### src/rtl/iomem_timer.sv
// Memory-mapped down-counting timer on the SoC iomem bus.
// Prescaled tick decrements COUNT; expiry raises PEND and optionally reloads from LOAD.
module iomem_timer #(
    parameter logic [31:0] BASE_ADDR = 32'h0300_0000
) (
    input  logic        clk,
    input  logic        reset,
    input  logic        iomem_valid,
    output logic        iomem_ready,
    input  logic [3:0]  iomem_wstrb,
    input  logic [31:0] iomem_addr,
    input  logic [31:0] iomem_wdata,
    output logic [31:0] iomem_rdata,
    output logic        irq
);
    localparam int unsigned DW = 32;
    localparam int unsigned PW = 16;

    localparam logic [2:0] REG_CTRL     = 3'd0;
    localparam logic [2:0] REG_PRESCALE = 3'd1;
    localparam logic [2:0] REG_LOAD     = 3'd2;
    localparam logic [2:0] REG_COUNT    = 3'd3;
    localparam logic [2:0] REG_STATUS   = 3'd4;

    logic          en, ie, reload, pend;
    logic [PW-1:0] prescale, pre_cnt;
    logic [DW-1:0] load, count;

    logic          en_nxt, ie_nxt, reload_nxt, pend_nxt;
    logic [PW-1:0] prescale_nxt, pre_cnt_nxt;
    logic [DW-1:0] load_nxt, count_nxt;

    logic          sel_c, acc_c, wr_c, tick_c, stop_c;
    logic          wr_ctrl_c, wr_prescale_c, wr_load_c, w1c_c;
    logic [2:0]    reg_idx_c;
    logic [DW-1:0] old_c, merged_c, rd_mux_c;
    logic          unused_addr_c;

    // Bus decode: one ack per select, never on the cycle right after an ack
    assign sel_c         = iomem_valid && (iomem_addr[31:5] == BASE_ADDR[31:5]);
    assign acc_c         = sel_c && !iomem_ready;
    assign wr_c          = acc_c && (iomem_wstrb != 4'd0);
    assign reg_idx_c     = iomem_addr[4:2];
    assign unused_addr_c = ^iomem_addr[1:0];

    assign wr_ctrl_c     = wr_c && (reg_idx_c == REG_CTRL) && iomem_wstrb[0];
    assign wr_prescale_c = wr_c && (reg_idx_c == REG_PRESCALE);
    assign wr_load_c     = wr_c && (reg_idx_c == REG_LOAD);
    assign w1c_c         = wr_c && (reg_idx_c == REG_STATUS) && iomem_wstrb[0] && iomem_wdata[0];

    // A CTRL write that leaves EN low freezes the counter on that very edge
    assign stop_c = wr_ctrl_c && !iomem_wdata[0];
    assign tick_c = en && !stop_c && (pre_cnt == prescale);

    assign irq = pend && ie;

    // Byte-strobe merge against the addressed writable register
    always_comb begin
        old_c = (reg_idx_c == REG_PRESCALE) ? {16'd0, prescale} : load;
        for (int i = 0; i < 4; i++) begin
            merged_c[8*i +: 8] = iomem_wstrb[i] ? iomem_wdata[8*i +: 8] : old_c[8*i +: 8];
        end
    end

    always_comb begin
        rd_mux_c = '0;
        case (reg_idx_c)
            REG_CTRL:     rd_mux_c = {29'd0, reload, ie, en};
            REG_PRESCALE: rd_mux_c = {16'd0, prescale};
            REG_LOAD:     rd_mux_c = load;
            REG_COUNT:    rd_mux_c = count;
            REG_STATUS:   rd_mux_c = {31'd0, pend};
            default:      rd_mux_c = '0;
        endcase
    end

    // Next state: W1C first so expiry set wins, bus writes last so they override ticks
    always_comb begin
        en_nxt       = en;
        ie_nxt       = ie;
        reload_nxt   = reload;
        pend_nxt     = pend;
        prescale_nxt = prescale;
        load_nxt     = load;
        count_nxt    = count;
        pre_cnt_nxt  = pre_cnt;

        if (w1c_c) begin
            pend_nxt = 1'b0;
        end

        if (tick_c) begin
            pre_cnt_nxt = '0;
            if (count != '0) begin
                count_nxt = count - DW'(1);
            end else begin
                pend_nxt = 1'b1;
                if (reload) begin
                    count_nxt = load;
                end else begin
                    en_nxt = 1'b0;
                end
            end
        end else if (en) begin
            pre_cnt_nxt = pre_cnt + PW'(1);
        end

        if (wr_ctrl_c) begin
            en_nxt     = iomem_wdata[0];
            ie_nxt     = iomem_wdata[1];
            reload_nxt = iomem_wdata[2];
            if (stop_c) begin
                pre_cnt_nxt = '0;
            end
        end

        if (wr_prescale_c) begin
            prescale_nxt = merged_c[PW-1:0];
        end

        if (wr_load_c) begin
            load_nxt    = merged_c;
            count_nxt   = merged_c;
            pre_cnt_nxt = '0;
        end
    end

    always_ff @(posedge clk or posedge reset) begin
        if (reset) begin
            en          <= 1'b0;
            ie          <= 1'b0;
            reload      <= 1'b0;
            pend        <= 1'b0;
            prescale    <= '0;
            pre_cnt     <= '0;
            load        <= '0;
            count       <= '0;
            iomem_ready <= 1'b0;
            iomem_rdata <= '0;
        end else begin
            en          <= en_nxt;
            ie          <= ie_nxt;
            reload      <= reload_nxt;
            pend        <= pend_nxt;
            prescale    <= prescale_nxt;
            pre_cnt     <= pre_cnt_nxt;
            load        <= load_nxt;
            count       <= count_nxt;
            iomem_ready <= acc_c;
            iomem_rdata <= acc_c ? rd_mux_c : '0;
        end
    end

endmodule

### config.mk
export PLATFORM = sky130hd
export DESIGN_NAME = iomem_timer
export DESIGN_NICKNAME = d
export VERILOG_FILES = /design/src/rtl/iomem_timer.sv
export SDC_FILE = /design/constraint.sdc
export NUM_CORES = 1
export LEC_CHECK = 0
export ABC_AREA = 1
export CAP_MARGIN = 20
export CELL_PAD_IN_SITES_DETAIL_PLACEMENT = 0
export CELL_PAD_IN_SITES_GLOBAL_PLACEMENT = 1
export CORE_MARGIN = 2
export CORE_UTILIZATION = 40
export CTS_CLUSTER_SIZE = 20
export DETAILED_ROUTE_END_ITERATION = 16
export PLACE_DENSITY_LB_ADDON = 0.1
export SYNTH_ARGS = -nofsm -noshare
export SYNTH_HDL_FRONTEND = slang
export SYNTH_SLANG_ARGS = --single-unit
export TNS_END_PERCENT = 100
### constraint.sdc
create_clock -name clk -period 5.5 [get_ports clk]
set_clock_uncertainty 0.2 [all_clocks]
set_input_delay 1.1 -clock clk [delete_from_list [all_inputs] [get_ports clk]]
set_output_delay 1.1 -clock clk [all_outputs]
set_load 0.02 [all_outputs]
Word level (Yosys, flattened, before mapping)
Cells that the tools add are included.
{"block": "op_classes", "addsub": 2, "eq_ne": 8, "n_bitwise": 0, "mux": 23, "n_mul": 0, "shifts": 0, "n_div": 0, "magnitude_cmp": 0, "reduce_logical": 25}
{"cell": "32-bit two-way mux", "count": 6}
{"cell": "32-bit case mux with 5 select lines", "count": 1}
{"cell": "16-bit two-way mux", "count": 5}
{"cell": "8-bit two-way mux", "count": 4}
{"cell": "32-bit nonzero test", "count": 1}
{"cell": "32-bit by 1-bit subtractor with 32-bit output (second input constant)", "count": 1}
{"cell": "27-bit by 21-bit equality test with 1-bit output (second input constant)", "count": 1}
{"cell": "16-bit by 1-bit adder with 16-bit output (second input constant)", "count": 1}
{"cell": "16-bit equality test", "count": 1}
{"cell": "1-bit logical AND", "count": 14}
{"cell": "1-bit two-way mux", "count": 7}
{"cell": "3-bit by 2-bit equality test with 1-bit output (second input constant)", "count": 2}
{"cell": "2-bit nonzero test", "count": 2}
{"cell": "4-bit nonzero test", "count": 1}
{"cell": "3-bit by 1-bit equality test with 1-bit output (second input constant)", "count": 1}
{"cell": "3-bit equality test (second input constant)", "count": 1}
{"cell": "1-bit zero test", "count": 3}
{"cell": "3-bit zero test", "count": 1}
{"cell": "3-bit AND reduction", "count": 1}
{"cell": "3-bit nonzero test", "count": 1}
{"cell": "2-bit by 1-bit inequality test with 1-bit output (second input constant)", "count": 1}
{"cell": "2-bit inequality test (second input constant)", "count": 1}
{"cell": "2-bit AND reduction", "count": 1}
{"block": "word_totals", "elab_cells": 68, "romBits": 0, "mem_bits_rw": 0, "inputBits": 71, "register_bits": 133, "out_inout_bits": 34, "latch_bits": 0, "n_memories": 0}

Longest topological paths before layout
{"block": "depth", "word_depth": 14, "mapped_depth": 14, "mapped_depth_nobuf": 14}

Least setup slack after synthesis
OpenSTA, ideal clock, no wires.
{"block": "synth_path", "path_type": "input to register", "startpoint": "input iomem_wstrb[3]", "endpoint": "register prescale[2]", "t_required_ns": 5.175, "arrival_ns": 2.255, "setup_ns": 0.125, "setup_slack_ns": 2.920, "stages": 6, "n_path_buf": 2, "cell_sequence": "buf_2 > nor2_1 > nand3_1 > nand3_4 > buf_2 > mux2_2"}
{"block": "synth_via", "elab_chain_cells": 3}
{"item": "from (decl)", "line_no": "10", "source": "input logic [3:0] iomem_wstrb,"}
{"item": "4-bit nonzero test", "line_no": "42", "source": "assign wr_c = acc_c && (iomem_wstrb != 4'd0);"}
{"item": "1-bit logical AND", "line_no": "42"}
{"item": "1-bit logical AND", "line_no": "47", "source": "assign wr_prescale_c = wr_c && (reg_idx_c == REG_PRESCALE);"}
{"item": "to (signal assigned)", "line_no": "145", "source": "prescale <= prescale_nxt;"}
{"item": "to (decl)", "line_no": "26", "source": "logic [PW-1:0] prescale, pre_cnt;"}
Every way passes these cells.
A chain may end at the register's enable or synchronous reset.

Final worst setup path
{"block": "layout_path", "startpoint": "input iomem_addr[4]", "endpoint": "register count[19]"}
{"block": "layout_via", "elab_chain_cells": 9, "elab_cells_between_ends": 16, "classes_between": "eq/ne: 2; mux: 3; reduce/logical: 11"}
{"item": "from (decl)", "line_no": "11", "source": "input logic [31:0] iomem_addr,"}
{"item": "3-bit zero test", "line_no": "46", "source": "assign wr_ctrl_c = wr_c && (reg_idx_c == REG_CTRL) && iomem_wstrb[0];"}
{"item": "1-bit logical AND (2 in a row)", "line_no": "46"}
{"item": "1-bit logical AND", "line_no": "52", "source": "assign stop_c = wr_ctrl_c && !iomem_wdata[0];"}
{"item": "1-bit zero test", "line_no": "53", "source": "assign tick_c = en && !stop_c && (pre_cnt == prescale);"}
{"item": "1-bit logical AND (2 in a row)", "line_no": "53"}
{"item": "2-bit nonzero test (no line)"}
{"item": "2-bit AND reduction (no line)"}
{"item": "to (signal assigned)", "line_no": "148", "source": "count <= count_nxt;"}
{"item": "to (decl)", "line_no": "27", "source": "logic [DW-1:0] load, count;"}
Parallel ways exist; a longest one is shown, timed or not.

==> out/metrics.cfg <==
[layout]
fillerInstances=2174
area_delta_synth_final_pct=22.7
antenna_cells=0
utilization_pct=49.5
final_cell_mix=nand2_1 (359), nor2_1 (203), dfrtp_1 (133), inv_1 (132), nand3_1 (111)
final_area_mm2=0.0103
final_common_cell=nand2_1
final_layout_size_suffix_gt1_share_pct=7.47
nNetsFinal=1387

[routing]
drt_iter0_markers=493
num_vias=8093
drtAntennaViolNets=0
drc=0
via_per_inst=5.06
wl_um=26200
wl_per_cell_um=16.4
first_pass_iters=4

[timing]
final_max_slew_viol_count=0
fin_tns_setup_ps=0
rsz0062_at_grt=no
finalHoldViolCount=0
fmax_mhz=252
tightest_slew_ps=933
period_needed_ps=3970
fin_ws_ps=1530
relSlewSlack_pct=37.6
timing.final.crit_share_pct=72.1
setup_viol=0

[setup_path]
critPathRequiredTime_ps=5660
r2r_cells=12
path_cells=clkdlybuf4s50_1, nor3_4, nand3_1, inv_1, nand2_1, nand3_1, nand2_1, inv_1
crit_arrival_ps=4130
r2r_slack_ps=2720
crit_slowest_cell=nor3_4
cp-end-kind=register
r2r_start=count[0]
cp-start-kind=input pin
timing.rr.end=count[23]
critical_path.max_fanout=18
crit_type=input pin to register
cpPeakStageDelay_ps=810

[die]
io_pins=105
fp-row-count=53
initial_core_util_pct=40.4
die_w_um=149
dieArea_mm2=0.0222
die_height_um=149
coreArea_mm2=0.0208

[yosys]
yosys_most_used_dff=dfrtp_1
netlist_instances=1222
async_flop_share_pct=100
yosysWarnings=0
syn_area_per_cell_um2=6.88
ys_types=43
syn_nets=1296
syn-cell-area_mm2=0.00840
synth_edf_count=0
seq_area_frac_synth_pct=39.6
ys_ff_latch=133

[min_path]
hold_path.startpoint=pend
hp-class=register to register
worstHoldEndpoint=pend
hold_path_depth=2

[global_route]
first_global_vias=7600
antenna_found_initial=0
grt_max_degree=73
grt_first_pass_wirelength_um=42200
gr-total-overflow=0
track_usage_pct=24.4

[clock_tree]
cts_buffers=17
cts_setup_buffers=0
htreeDepth=4
ctsRootBufferMaster=clkbuf_16
cts.clk_slew.worst_paths_ps=60
clk_latency_ps=430
cts.hold.buffers_added=0
cts-resized-gates=0
clock_path_buffers=2
clock-sinks=133
cts_tree=done

[place]
placed_area_mm2=0.00966
place_ws_ps=1040
dp_hpwl_um=19400
globalplace.congestion=0.924
portBuffers=102

[power]
finalPower_w=0.00235
ir_worst_vdd_uv=204
p_leak_nw=5.13
power.density_mw_per_mm2=228

[outcome]
outcome=complete, no violations

[flow_run]
maxCapViolCount=0

[cell usage after synthesis (2+ instances only)]
| library cell | number | area, um^2 |
|---|---|---|
| mux2_1 | 5 | 56.3 |
| dfrtp_1 | 133 | 3330 |
| a22oi_1 | 17 | 128 |
| xor2_1 | 18 | 158 |
| ha_1 | 3 | 37.5 |
| nor2_4 | 2 | 22.5 |
| clkbuf_1 | 18 | 67.6 |
| o21ai_1 | 4 | 20.0 |
| buf_4 | 6 | 45.0 |
| nor3_1 | 3 | 15.0 |
| or2_2 | 2 | 12.5 |
| a31oi_1 | 25 | 156 |
| nor3_2 | 3 | 30.0 |
| nand3_4 | 3 | 52.6 |
| nand2_1 | 359 | 1350 |
| nand2_2 | 3 | 18.8 |
| nor2_1 | 204 | 766 |
| inv_1 | 133 | 499 |
| nand4_1 | 12 | 75.1 |
| xnor2_1 | 5 | 43.8 |
| buf_6 | 2 | 22.5 |
| inv_2 | 10 | 37.5 |
| o31ai_1 | 14 | 105 |
| a21oi_1 | 19 | 95.1 |
| a221oi_1 | 2 | 17.5 |
| o21ai_0 | 50 | 250 |
| nand2_4 | 3 | 33.8 |
| mux2_2 | 11 | 124 |
| nand3_2 | 2 | 20.0 |
| nand3_1 | 111 | 556 |
| buf_2 | 17 | 85.1 |
| nor2_2 | 11 | 68.8 |
| o211ai_1 | 2 | 15.0 |
[sequential cells by signal (all words and copies together), names as in the netlist, 16 cells and up]
register / flops
count: 32
load: 32
iomem_rdata: 32
pre_cnt: 16
prescale: 16
[how the worst max path moves through the flow]
stage | from | end | slack, ps | depth (start not counted)
floorplan | reset | count[0] | 650 | 1
global placement | iomem_addr[4] | count[19] | 1070 | 8
detailed placement | iomem_addr[4] | count[19] | 1040 | 8
CTS | iomem_addr[4] | count[19] | 1470 | 8
global route | iomem_addr[4] | count[31] | 1230 | 8
finish | iomem_addr[4] | count[19] | 1530 | 8
[metal layers]
metal	vias up	share of wire, %	GRT usage, %
met2	199	43	36.6
met3	21	5.1	3.49
met1	3792	51	37.2
li1	4081	-	-
met4	0	1.2	5.67
met5	-	0	0
[per-stage QoR]
step | std cells | hold slack (ps)
3_5_place_dp | 1568 | 314
2_1_floorplan | 1222 | 274
5_1_grt | 1600 | 347
6_report | 1600 | 329
3_3_place_gp | 1568 | 309
4_1_cts | 1599 | 330
[report_power, final]
group	switching (W)	internal, W
registers	0.00000000842	0.000978
clock network	0.000462	0.000769
logic	0.0000751	0.0000628
total	0.000537	0.00181
[layout make-up]
| cell class | count | area, um^2 | share of cell area [%] |
|---|---|---|---|
| Clock inverter | 12 | 178 | 1.72 |
| Sequential cell | 133 | 3330 | 32.3 |
| Clock buffer | 19 | 443 | 4.30 |
| Timing Repair Buffer | 116 | 1150 | 11.1 |
| Multi-Input combinational cell | 901 | 4330 | 42.0 |
| Inverter | 144 | 546 | 5.29 |
| Tap cell | 275 | 344 | 3.34 |
[cells by family (layout without fill, tap and decap cells)]
logic type / after synthesis / count (layout) / synth area share (%)
mux: 16 / 16 / 2.14
flops: 133 / 133 / 39.6
buf+inv: 188 / 291 / 9.10
fa+ha+maj: 3 / 3 / 0.447
xor+xnor: 23 / 23 / 2.40
compound gates: 135 / 135 / 9.57
simple gates: 724 / 724 / 36.7
[worst max-delay path: cells and delay by family]
family | cells | cell delay [ps]
buf+inv | 3 | 1210
simple gates | 5 | 1810
Note: power is estimated with default switching activity, not from simulation.
